===== src/rtl/mem_arbiter_pkg.sv =====
// Shared definitions for the memory-port arbiter: width codes, FSM states and
// the fill word returned when a read times out.
package mem_arbiter_pkg;

  // Data width codes presented on mem_data_width.
  localparam logic [1:0] DATA_WIDTH_0  = 2'b00;
  localparam logic [1:0] DATA_WIDTH_8  = 2'b01;
  localparam logic [1:0] DATA_WIDTH_16 = 2'b10;
  localparam logic [1:0] DATA_WIDTH_32 = 2'b11;

  // Read data substituted when the controller never answers.
  localparam logic [31:0] TIMEOUT_FILL  = 32'hDEAD_BEEF;
  localparam logic [15:0] TIMEOUT_LIMIT = 16'hFFFF;

  typedef enum logic [2:0] {
    S_IDLE,
    S_ISSUE,
    S_WAIT,
    S_DONE,
    S_RELEASE
  } state_t;

endpackage


===== src/rtl/mem_arbiter_arb_pick.sv =====
// arb_pick: combinational N-wide request picker, fixed priority or round-robin.
// Latency: zero cycles (pure combinational).
// Backpressure: none; the caller decides when to act on winner/found.
// Ports: req (requests), rr_ptr (last granted index), mode (0 fixed, 1 rr),
//        winner (selected index), found (any request present).
module arb_pick #(
  parameter int N  = 2,
  parameter int IW = (N > 1) ? $clog2(N) : 1
) (
  input  logic [N-1:0]  req,
  input  logic [IW-1:0] rr_ptr,
  input  logic          mode,
  output logic [IW-1:0] winner,
  output logic          found
);

  logic [IW-1:0] cand;

  // Walk the candidates in priority order and keep the first hit. In
  // round-robin mode the search starts just after the last granted index.
  always_comb begin
    winner = '0;
    found  = 1'b0;
    cand   = '0;
    for (int k = 0; k < N; k++) begin
      if (mode) begin
        cand = IW'((int'(rr_ptr) + 1 + k) % N);
      end else begin
        cand = IW'(k);
      end
      if (!found && req[cand]) begin
        found  = 1'b1;
        winner = cand;
      end
    end
  end

endmodule


===== src/rtl/mem_arbiter.sv =====
// mem_arbiter: N-channel read/write arbiter onto the single memory controller port.
// Latency: write request to ch_wr_done 3 cycles; read 3 cycles + controller latency.
// Backpressure: holds in ISSUE while ready is low; re-issues if ready drops after a strobe.
// Ports: ch_* flattened per-channel requests/addr/width/data plus per-channel pulses,
//        grant/busy status, mem_* controller issue/response port.
// Optional: ARB_TIMEOUT_EN adds a 16-bit read timeout and the sticky timeout_err output.
module mem_arbiter
  import mem_arbiter_pkg::*;
#(
  parameter int              N_CH      = 2,
  parameter int              ADDR_W    = 26,
  parameter int              DATA_W    = 32,
  parameter int              ARB_MODE  = 0,
  parameter logic [N_CH-1:0] HOLD_MASK = N_CH'(1)
) (
  input  logic                     clk,
  input  logic                     rst,
  input  logic [N_CH-1:0]          ch_rd,
  input  logic [N_CH-1:0]          ch_wr,
  input  logic [N_CH*ADDR_W-1:0]   ch_addr,
  input  logic [N_CH*2-1:0]        ch_width,
  input  logic [N_CH*DATA_W-1:0]   ch_wr_data,
  output logic [DATA_W-1:0]        ch_rd_data,
  output logic [N_CH-1:0]          ch_rd_valid,
  output logic [N_CH-1:0]          ch_wr_done,
  output logic [$clog2(N_CH)-1:0]  grant,
  output logic                     busy,
  output logic                     mem_rd,
  output logic                     mem_wr,
  input  logic                     mem_rd_ready,
  input  logic                     mem_wr_ready,
  input  logic                     mem_rd_valid,
  input  logic [DATA_W-1:0]        mem_rd_data,
  output logic [ADDR_W-1:0]        mem_addr,
  output logic [1:0]               mem_data_width,
  output logic [DATA_W-1:0]        mem_wr_data
`ifdef ARB_TIMEOUT_EN
  ,
  output logic                     timeout_err
`endif
);

  localparam int GW = $clog2(N_CH);

  state_t        state;
  logic          op_rd;
  logic [GW-1:0] rr_ptr;
  logic [GW-1:0] winner;
  logic          found;
`ifdef ARB_TIMEOUT_EN
  logic [15:0]   wait_cnt;
`endif

  arb_pick #(
    .N  (N_CH),
    .IW (GW)
  ) u_pick (
    .req    (ch_rd | ch_wr),
    .rr_ptr (rr_ptr),
    .mode   (ARB_MODE != 0),
    .winner (winner),
    .found  (found)
  );

  assign busy = (state != S_IDLE);

  // The arbiter does not latch channel inputs; the granted channel's live
  // address/width/data are steered straight through.
  always_comb begin
    mem_addr       = '0;
    mem_data_width = DATA_WIDTH_0;
    mem_wr_data    = '0;
    if (state != S_IDLE) begin
      mem_addr       = ch_addr[grant*ADDR_W +: ADDR_W];
      mem_data_width = ch_width[grant*2 +: 2];
    end
    if (ch_wr[grant]) begin
      mem_wr_data = ch_wr_data[grant*DATA_W +: DATA_W];
    end
  end

  always_ff @(posedge clk) begin
    if (rst) begin
      state       <= S_IDLE;
      grant       <= '0;
      op_rd       <= 1'b0;
      rr_ptr      <= GW'(N_CH - 1);
      mem_rd      <= 1'b0;
      mem_wr      <= 1'b0;
      ch_rd_valid <= '0;
      ch_wr_done  <= '0;
      ch_rd_data  <= '0;
`ifdef ARB_TIMEOUT_EN
      wait_cnt    <= '0;
      timeout_err <= 1'b0;
`endif
    end else begin
      mem_rd      <= 1'b0;
      mem_wr      <= 1'b0;
      ch_rd_valid <= '0;
      ch_wr_done  <= '0;
      case (state)
        S_IDLE: begin
          if (found) begin
            grant  <= winner;
            op_rd  <= ch_rd[winner];  // read wins when both are set
            rr_ptr <= winner;
            state  <= S_ISSUE;
          end
        end
        S_ISSUE: begin
          if (op_rd ? mem_rd_ready : mem_wr_ready) begin
            mem_rd   <= op_rd;
            mem_wr   <= !op_rd;
            state    <= S_WAIT;
`ifdef ARB_TIMEOUT_EN
            wait_cnt <= '0;
`endif
          end
        end
        S_WAIT: begin
          // A strobe is still visible on mem_rd/mem_wr only in the first WAIT
          // cycle; ready low there means the controller refused the issue.
          if ((mem_rd && !mem_rd_ready) || (mem_wr && !mem_wr_ready)) begin
            state <= S_ISSUE;
          end else if (!op_rd) begin
            ch_wr_done[grant] <= 1'b1;
            state             <= S_DONE;
          end else if (mem_rd_valid) begin
            ch_rd_data         <= mem_rd_data;
            ch_rd_valid[grant] <= 1'b1;
            state              <= S_DONE;
          end
`ifdef ARB_TIMEOUT_EN
          else if (wait_cnt == TIMEOUT_LIMIT) begin
            ch_rd_data         <= DATA_W'(TIMEOUT_FILL);
            ch_rd_valid[grant] <= 1'b1;
            timeout_err        <= 1'b1;
            state              <= S_DONE;
          end else begin
            wait_cnt <= wait_cnt + 16'd1;
          end
`endif
        end
        S_DONE: begin
          state <= HOLD_MASK[grant] ? S_RELEASE : S_IDLE;
        end
        S_RELEASE: begin
          if (!ch_rd[grant] && !ch_wr[grant]) begin
            state <= S_IDLE;
          end
        end
        default: state <= S_IDLE;
      endcase
    end
  end

endmodule


===== config.mk =====
export PLATFORM = sky130hd
export DESIGN_NAME = mem_arbiter
export DESIGN_NICKNAME = d
export VERILOG_FILES = /design/src/rtl/mem_arbiter_pkg.sv /design/src/rtl/mem_arbiter_arb_pick.sv /design/src/rtl/mem_arbiter.sv
export SDC_FILE = /design/constraint.sdc
export NUM_CORES = 1
export LEC_CHECK = 0
export BUFFER_PORTS_ARGS = -buffer_cell sky130_fd_sc_hd__buf_2
export CAP_MARGIN = 0
export CELL_PAD_IN_SITES_DETAIL_PLACEMENT = 1
export CELL_PAD_IN_SITES_GLOBAL_PLACEMENT = 2
export CORE_UTILIZATION = 22
export CTS_BUF_LIST = sky130_fd_sc_hd__clkbuf_4 sky130_fd_sc_hd__clkbuf_8
export DETAILED_ROUTE_END_ITERATION = 6
export PLACE_DENSITY = 0.95
export SYNTH_ARGS = -nofsm -noshare
export SYNTH_HDL_FRONTEND = slang
export SYNTH_SLANG_ARGS = --single-unit
export TNS_END_PERCENT = 10

===== constraint.sdc =====
create_clock -name clk -period 2.4 [get_ports clk]
set_input_delay 0.24 -clock clk [delete_from_list [all_inputs] [get_ports clk]]
set_output_delay 0.24 -clock clk [all_outputs]
set_load 0.01 [all_outputs]

==> reports/summary.txt, run 1 <==
status - completed
CTS HTree Levels - 2
largest net degree at the start of global routing - 43
RSZ-0062 raised after global routing - false
Register Area - 865 sq um
GRT Overall Usage - 14.5%
Worst-path clk slew - 80 ps
grt total ovfl - 0
#FFs+latches synth - 43
Synth area leaders - mux2i_1 (31%), dfxtp_1 (28%), or2b_2 (12%)
share of cells above drive strength 1 - 58.8%
Peak VDD IR - 0.166 mV
Reg power frac - 38.5%
Synth top cells by count - mux2i_1 (93), nor2_1 (63), dfxtp_1 (43), or2b_2 (43), nand2b_1 (13)
CTS tree - built
post-synthesis sequential area ratio - 28.2%
Area growth, synth to finish - 49.1%
antenna violations before repair - 0
CTS Buf Count - 5
Post-Place Worst Slack - 574 ps
CP Launch Point - grant
DRC viols - 0
Worst setup EP type - primary output
worst reg-to-reg setup slack - 560 ps
Clock power frac - 23.4%
P_sw - 0.000674 W
mean post-synth cell area - 9.27 sq um
final worst setup slack - 465 ps
pwr dens - 441 nW/um^2
synthesized instance count - 329
clk_lat worst skew - 290 ps
core area - 13400 sq um
maximum clock path buffer count - 2
Filler Cell Count - 1657
setup bufs post-CTS - 0
IO Count - 261
Setup Skew - 4.54 ps
Iter 0 DRT Violations - 78
area fraction of the dominant cell type after synthesis - 30.5%
Comb pwr share - 38.1%
Synth Warn # - 0
post-route minimum period - 1940 ps
RePlAce Congestion - 0.762
Vias - 3249
Rows - 42
Final HPWL DP - 9210 um
max_slew headroom - 66.7%
Switching Fraction - 33.6%
nets - 735
CP Class - reg2out
leakage power - 2.20 nW
cell-internal power - 0.00133 W
Setup crit end - mem_wr_data[14]
WL final - 10900 um
final hold violation count - 0
Max Freq - 517 MHz
area of the die - 14300 sq um
Setup-failing EPs final - 0
Tcrit/Tclk final - 80.6%
first-pass GRT wire length - 16700 um
Sink Count - 43
library cells used by synthesis - 37
Final ANT Viol Nets - 0
WL/cell - 14.5 um
EDFF count, synth - 0
Final Max Tran Viols - 0
Hold Crit Class - in2reg
vias per inst - 4.33
max-cap violations - 0
multi-input logic area - 1980 sq um
Hold Buf Count CTS - 0
Net Count, Synth - 490
Starting Density - 22.8%
Diodes inserted - 0
async set-reset flop share out of synthesis - 0%
Worst Tran Pin Value - 499 ps
area leader, netlist - mux2i_1
post-cts sizing count - 0
chip width - 120 um
crit path launch type - flop
count leader, synth - mux2i_1
CP arrival - 1700 ps
worst r2r dst - ch_rd_data[7]
Crit path required time - 2160 ps
first-pass iteration count of the detailed router - 4
R2R Path Start - state[1]
synthesized area - 3050 sq um
vias in the first global route - 3424
Port Buffers - 260
Synth Flop Type - dfxtp_1
critical path peak fanout - 32
Worst R2R Path Depth - 4
Die Ht - 120 um
TNS Setup - 0 ps
clk root buf - clkbuf_8
-- how the worst min path moves through the flow --
stage	from	end	slack (ps)	depth (start not counted)
final	mem_rd_data[11]	ch_rd_data[11]	210	3
after detailed placement	ch_rd_data[11]	ch_rd_data[11]	470	2
after global placement	ch_rd_data[12]	ch_rd_data[12]	460	2
after CTS	mem_rd_data[6]	ch_rd_data[6]	200	3
after global routing	mem_rd_data[2]	ch_rd_data[2]	200	3
after floorplan	mem_wr_ready	mem_wr	370	2
-- cells by family after synthesis --
family,synth area share (%)
AOI/OAI and AO/OA,2.58
buffers and inverters,7.38
DFF,28.2
muxes,30.9
and+or+nand+nor,30.9
-- registers in the layout, summed over array words and instances (netlist names) --
| register | cells |
|---|---|
| ch_rd_data | 32 |
| ch_rd_valid | 2 |
| ch_wr_done | 2 |
| grant | 1 |
| mem_rd | 1 |
| mem_wr | 1 |
| op_rd | 1 |
| state | 3 |
-- power groups by stage --
stage / combinational, W / sequential (W) / clock, W
final: 0.000765 / 0.000772 / 0.000470
after global routing: 0.000833 / 0.000776 / 0.000526
after CTS: 0.000782 / 0.000772 / 0.000496
after detailed placement: 0.000780 / 0.000789 / 0
after global placement: 0.000759 / 0.000786 / 0
after floorplan: 0.000458 / 0.000759 / 0
-- worst max-delay path, stage by stage (launching register included) --
cell and delay [ps]:
dfxtp_4 570, mux2i_2 240, buf_4 330, nor2_1 100, buf_2 160
-- per-stage QoR --
step | power [W] | hold WS [ps] | std cells | area, sq um | util [%]
finish | 0.00201 | 209 | 751 | 4550 | 33.9
global route | 0.00214 | 204 | 751 | 4550 | 33.9
CTS | 0.00205 | 197 | 751 | 4550 | 33.9
detailed placement | 0.00157 | 474 | 743 | 4460 | 33.3
global placement | 0.00154 | 462 | 743 | 4460 | 33.3
floorplan | 0.00122 | 373 | 329 | 3050 | -
-- area by class of cell --
| type | instances | area share [%] |
|---|---|---|
| multi-input cells | 254 | 43.4 |
| repair buffers | 266 | 30.4 |
| flip-flops and latches | 43 | 19.0 |
| well taps | 176 | 4.84 |
| clock buffers | 7 | 1.84 |
| inverters | 4 | 0.330 |
| clock inverters | 1 | 0.110 |
-- placed cells by master (no fill, tap or decap), types with 2 or more instances in the layout --
cell type / Yosys / final
a21oi_1: 3 / 3
buf_12: 3 / 3
buf_2: 3 / 260
buf_4: 7 / 3
clkbuf_4: 1 / 2
clkbuf_8: 0 / 5
dfxtp_1: 43 / 42
inv_1: 4 / 4
mux2i_1: 93 / 92
nand2b_1: 13 / 13
nand2b_2: 11 / 11
nand3_1: 2 / 2
nor2_1: 63 / 63
nor3_1: 3 / 3
nor4_1: 3 / 3
or2b_2: 43 / 43
-- layer usage --
| metal | global-route usage (%) | vias to the layer above | wire [um] |
|---|---|---|---|
| met5 | 0 | - | 0 |
| met4 | 3.20 | 0 | 149 |
| met3 | 2.61 | 10 | 640 |
| met2 | 28.3 | 143 | 5750 |
| met1 | 16.2 | 1510 | 4360 |
| li1 | - | 1586 | - |
No activity file was read; power rests on OpenSTA's default activity.
==> run 2, diff against run 1 <==
ABC_AREA = 1   (was unset)
CORE_UTILIZATION = 14   (was 22)
PLACE_DENSITY = 0.86   (was 0.95)
clock period = 1.63 ns   (was 2.4 ns; I/O delays follow)
==> reports/summary.txt, run 2 <==
clk_lat worst skew - 290 ps (about the same)
area fraction of the dominant cell type after synthesis - 34.3% (+3.7 points)
final hold violation count - 0 (unchanged)
Iter 0 DRT Violations - 87 (+12%)
pwr dens - 1100 nW/um^2 (+150%)
worst reg-to-reg setup slack - 220 ps (-340 ps)
crit path launch type - flop
grt total ovfl - 0 (unchanged)
core area - 19700 sq um (+47%)
RSZ-0062 raised after global routing - false
Hold Buf Count CTS - 0 (unchanged)
library cells used by synthesis - 23 (-38%)
maximum clock path buffer count - 2 (unchanged)
CTS Buf Count - 5 (unchanged)
first-pass GRT wire length - 17900 um (+7.4%)
number of flip-flops in the largest register - 32 (unchanged)
Setup-failing EPs final - 0 (unchanged)
WL final - 12500 um (+15%)
Metal-1 WL - 5450 um (+25%)
Final HPWL DP - 9640 um (+4.6%)
clk root buf - clkbuf_8
DRC viols - 0 (unchanged)
Area growth, synth to finish - 66.8%
vias in the first global route - 3711 (+8.4%)
TNS Setup - 0 ps (unchanged)
first-pass iteration count of the detailed router - 4 (unchanged)
critical path's slowest cell - dfxtp_4
Die Ht - 144 um (+20%)
top flop regs - ch_rd_data: 32 flops, state: 3 flops
Net Count, Synth - 693 (+41%)
Worst Tran Pin Value - 218 ps (-282 ps)
Synth area leaders - nand2_1 (34%), dfxtp_1 (30%), nor2_1 (10%)
Starting Density - 14.4% (-8.4 points)
vias per inst - 3.74 (-13%)
count leader, synth - nand2_1
highest metal used - met5
Rows - 51 (+21%)
GRT Overall Usage - 10.7% (-3.8 points)
synthesized area - 2830 sq um (-7.3%)
RePlAce Congestion - 0.700 (-8.2%)
Hold Startpoint - mem_rd_data[0]
async set-reset flop share out of synthesis - 0% (unchanged)
Worst R2R Path Depth - 7 (+3)
hold_ws - 105 ps (-104 ps)
max-cap violations - 0 (unchanged)
CP Class - reg2out
Peak VDD IR - 0.392 mV (+140%)
status - completed
area leader, netlist - nand2_1
Worst-path clk slew - 90 ps (about the same)
#FFs+latches synth - 43 (unchanged)
Synth top cells by count - nand2_1 (258), nor2_1 (75), inv_1 (73), dfxtp_1 (43), o21ai_0 (24)
Final ANT Viol Nets - 0 (unchanged)
Hold Path Stages - 3 (unchanged)
post-synthesis sequential area ratio - 30.5% (+2.2 points)
max_slew headroom - 85.5% (+19 points)
CTS HTree Levels - 2 (unchanged)
Synth Warn # - 0 (unchanged)
Largest stage delay, worst path - 400 ps (-170 ps)
area of the die - 20800 sq um (+45%)
commonest non-fill, non-tap cell in the layout - buf_2
Most flops, register - ch_rd_data
Sink Count - 43 (unchanged)
share of cells above drive strength 1 - 37.7% (-21 points)
R2R Path Start - state[0]
CP arrival - 1370 ps (-330 ps)
worst r2r dst - ch_rd_data[13]
critical path peak fanout - 8 (-75%)
Crit path required time - 1470 ps (-690 ps)
Worst Hold End - ch_rd_data[0]
WL/cell - 11.9 um (-18%)
largest net degree at the start of global routing - 55 (+28%)
mean post-synth cell area - 5.31 sq um (-43%)
IO Count - 261 (unchanged)
EDFF count, synth - 0 (unchanged)
antenna violations before repair - 2 (+2)
Final Max Tran Viols - 0 (unchanged)
Synth Flop Type - dfxtp_1
chip width - 144 um (+20%)
Tcrit/Tclk final - 93.9%
met2 WL - 6140 um (+6.8%)
Vias - 3947 (+21%)
Worst setup EP type - primary output
Met3 Wirelength - 884 um (+38%)
Max Freq - 654 MHz
Setup Skew - 7.77 ps (+3.23 ps)
synthesized instance count - 532 (+62%)
Hold Crit Class - in2reg
most frequent cells in the layout - buf_2 (260), nand2_1 (255), nor2_1 (75), inv_1 (71), dfxtp_1 (40)
Port Buffers - 260 (unchanged)
CTS tree - built
post-route minimum period - 1530 ps
Filler Cell Count - 2638 (+59%)
nets - 948 (+29%)
leakage power - 3.08 nW (+40%)
critical path cell sequence - inv_6 -> nand2_2 -> nand2_4 -> inv_8 -> clkbuf_16 -> nand2_1 -> inv_1 -> buf_2
## run 2: changes by cell type in the layout (fill, tap and decap cells not counted), moves of 12 or more
cell / change
inv_1: +67
or2b_2: -43
nor2_1: +12
o21ai_0: +23
nand2b_1: -13
mux2i_1: -92
nand2_1: +255
## run 2: kinds of logic after synthesis
group / after synthesis / share of synthesized area, %
AND/OR/NAND/NOR: 345 / 47.2
AO/OA/AOI/OAI: 40 / 7.39
flip-flops: 43 / 30.5
buffers and inverters: 104 / 14.9
## run 2: final cells by class
class / count / area, sq um / area share, %
Multi-Input combinational cell: 385 / 1560 / 33.0
Timing Repair Buffer: 277 / 1550 / 32.8
Sequential cell: 43 / 867 / 18.4
Tap cell: 265 / 332 / 7.03
Inverter: 75 / 295 / 6.26
Clock buffer: 5 / 68.8 / 1.46
Clock inverter: 3 / 43.8 / 0.929
Antenna cell: 1 / 2.50 / 0.0531
## run 2: power breakdown
group / switching [W] / internal (W) / leakage, nW
combinational: 0.00186 / 0.00125 / 2.67
sequential: 0.0000788 / 0.00115 / 0.349
clock: 0.000384 / 0.000457 / 0.0581
total: 0.00233 / 0.00286 / 3.08
## run 2: worst max-delay path: cells and delay by family, from the launching register on
family	cells	cell delay [ps]
simple gates	3	210
flops	1	400
buf+inv	5	460
## run 2: worst max path at each step
stage	startpoint	slack [ps]	endpoint
2_1_floorplan	grant	320	mem_wr_data[10]
3_3_place_gp	state[0]	240	ch_rd_data[20]
3_5_place_dp	state[0]	200	ch_rd_data[5]
4_1_cts	grant	10	mem_wr_data[10]
5_1_grt	state[2]	1	mem_addr[23]
6_report	grant	100	mem_wr_data[20]
## run 2: repair_timing
item	in CTS	in global routing
endpoints found under the setup margin	0	55
setup buffers	0	0
resized for setup	0	13
## run 2: per-layer routing
layer | vias to the layer above | GRT usage [%]
met5 | - | 0
met4 | 2 | 1.57
met3 | 6 | 2.48
met2 | 135 | 18.9
met1 | 1739 | 13.3
li1 | 2065 | -
## run 2: stage by stage
stage | setup WS (ps) | cell area [sq um] | power [W] | utilization (%) | std cells
2_1_floorplan | 322 | 2830 | 0.00293 | - | 532
5_1_grt | 1.13 | 4710 | 0.00573 | 24.0 | 1053
3_3_place_gp | 243 | 4480 | 0.00421 | 22.8 | 1041
6_report | 100 | 4710 | 0.00518 | 24.0 | 1054
3_5_place_dp | 199 | 4480 | 0.00422 | 22.8 | 1041
4_1_cts | 13.4 | 4590 | 0.00508 | 23.4 | 1049
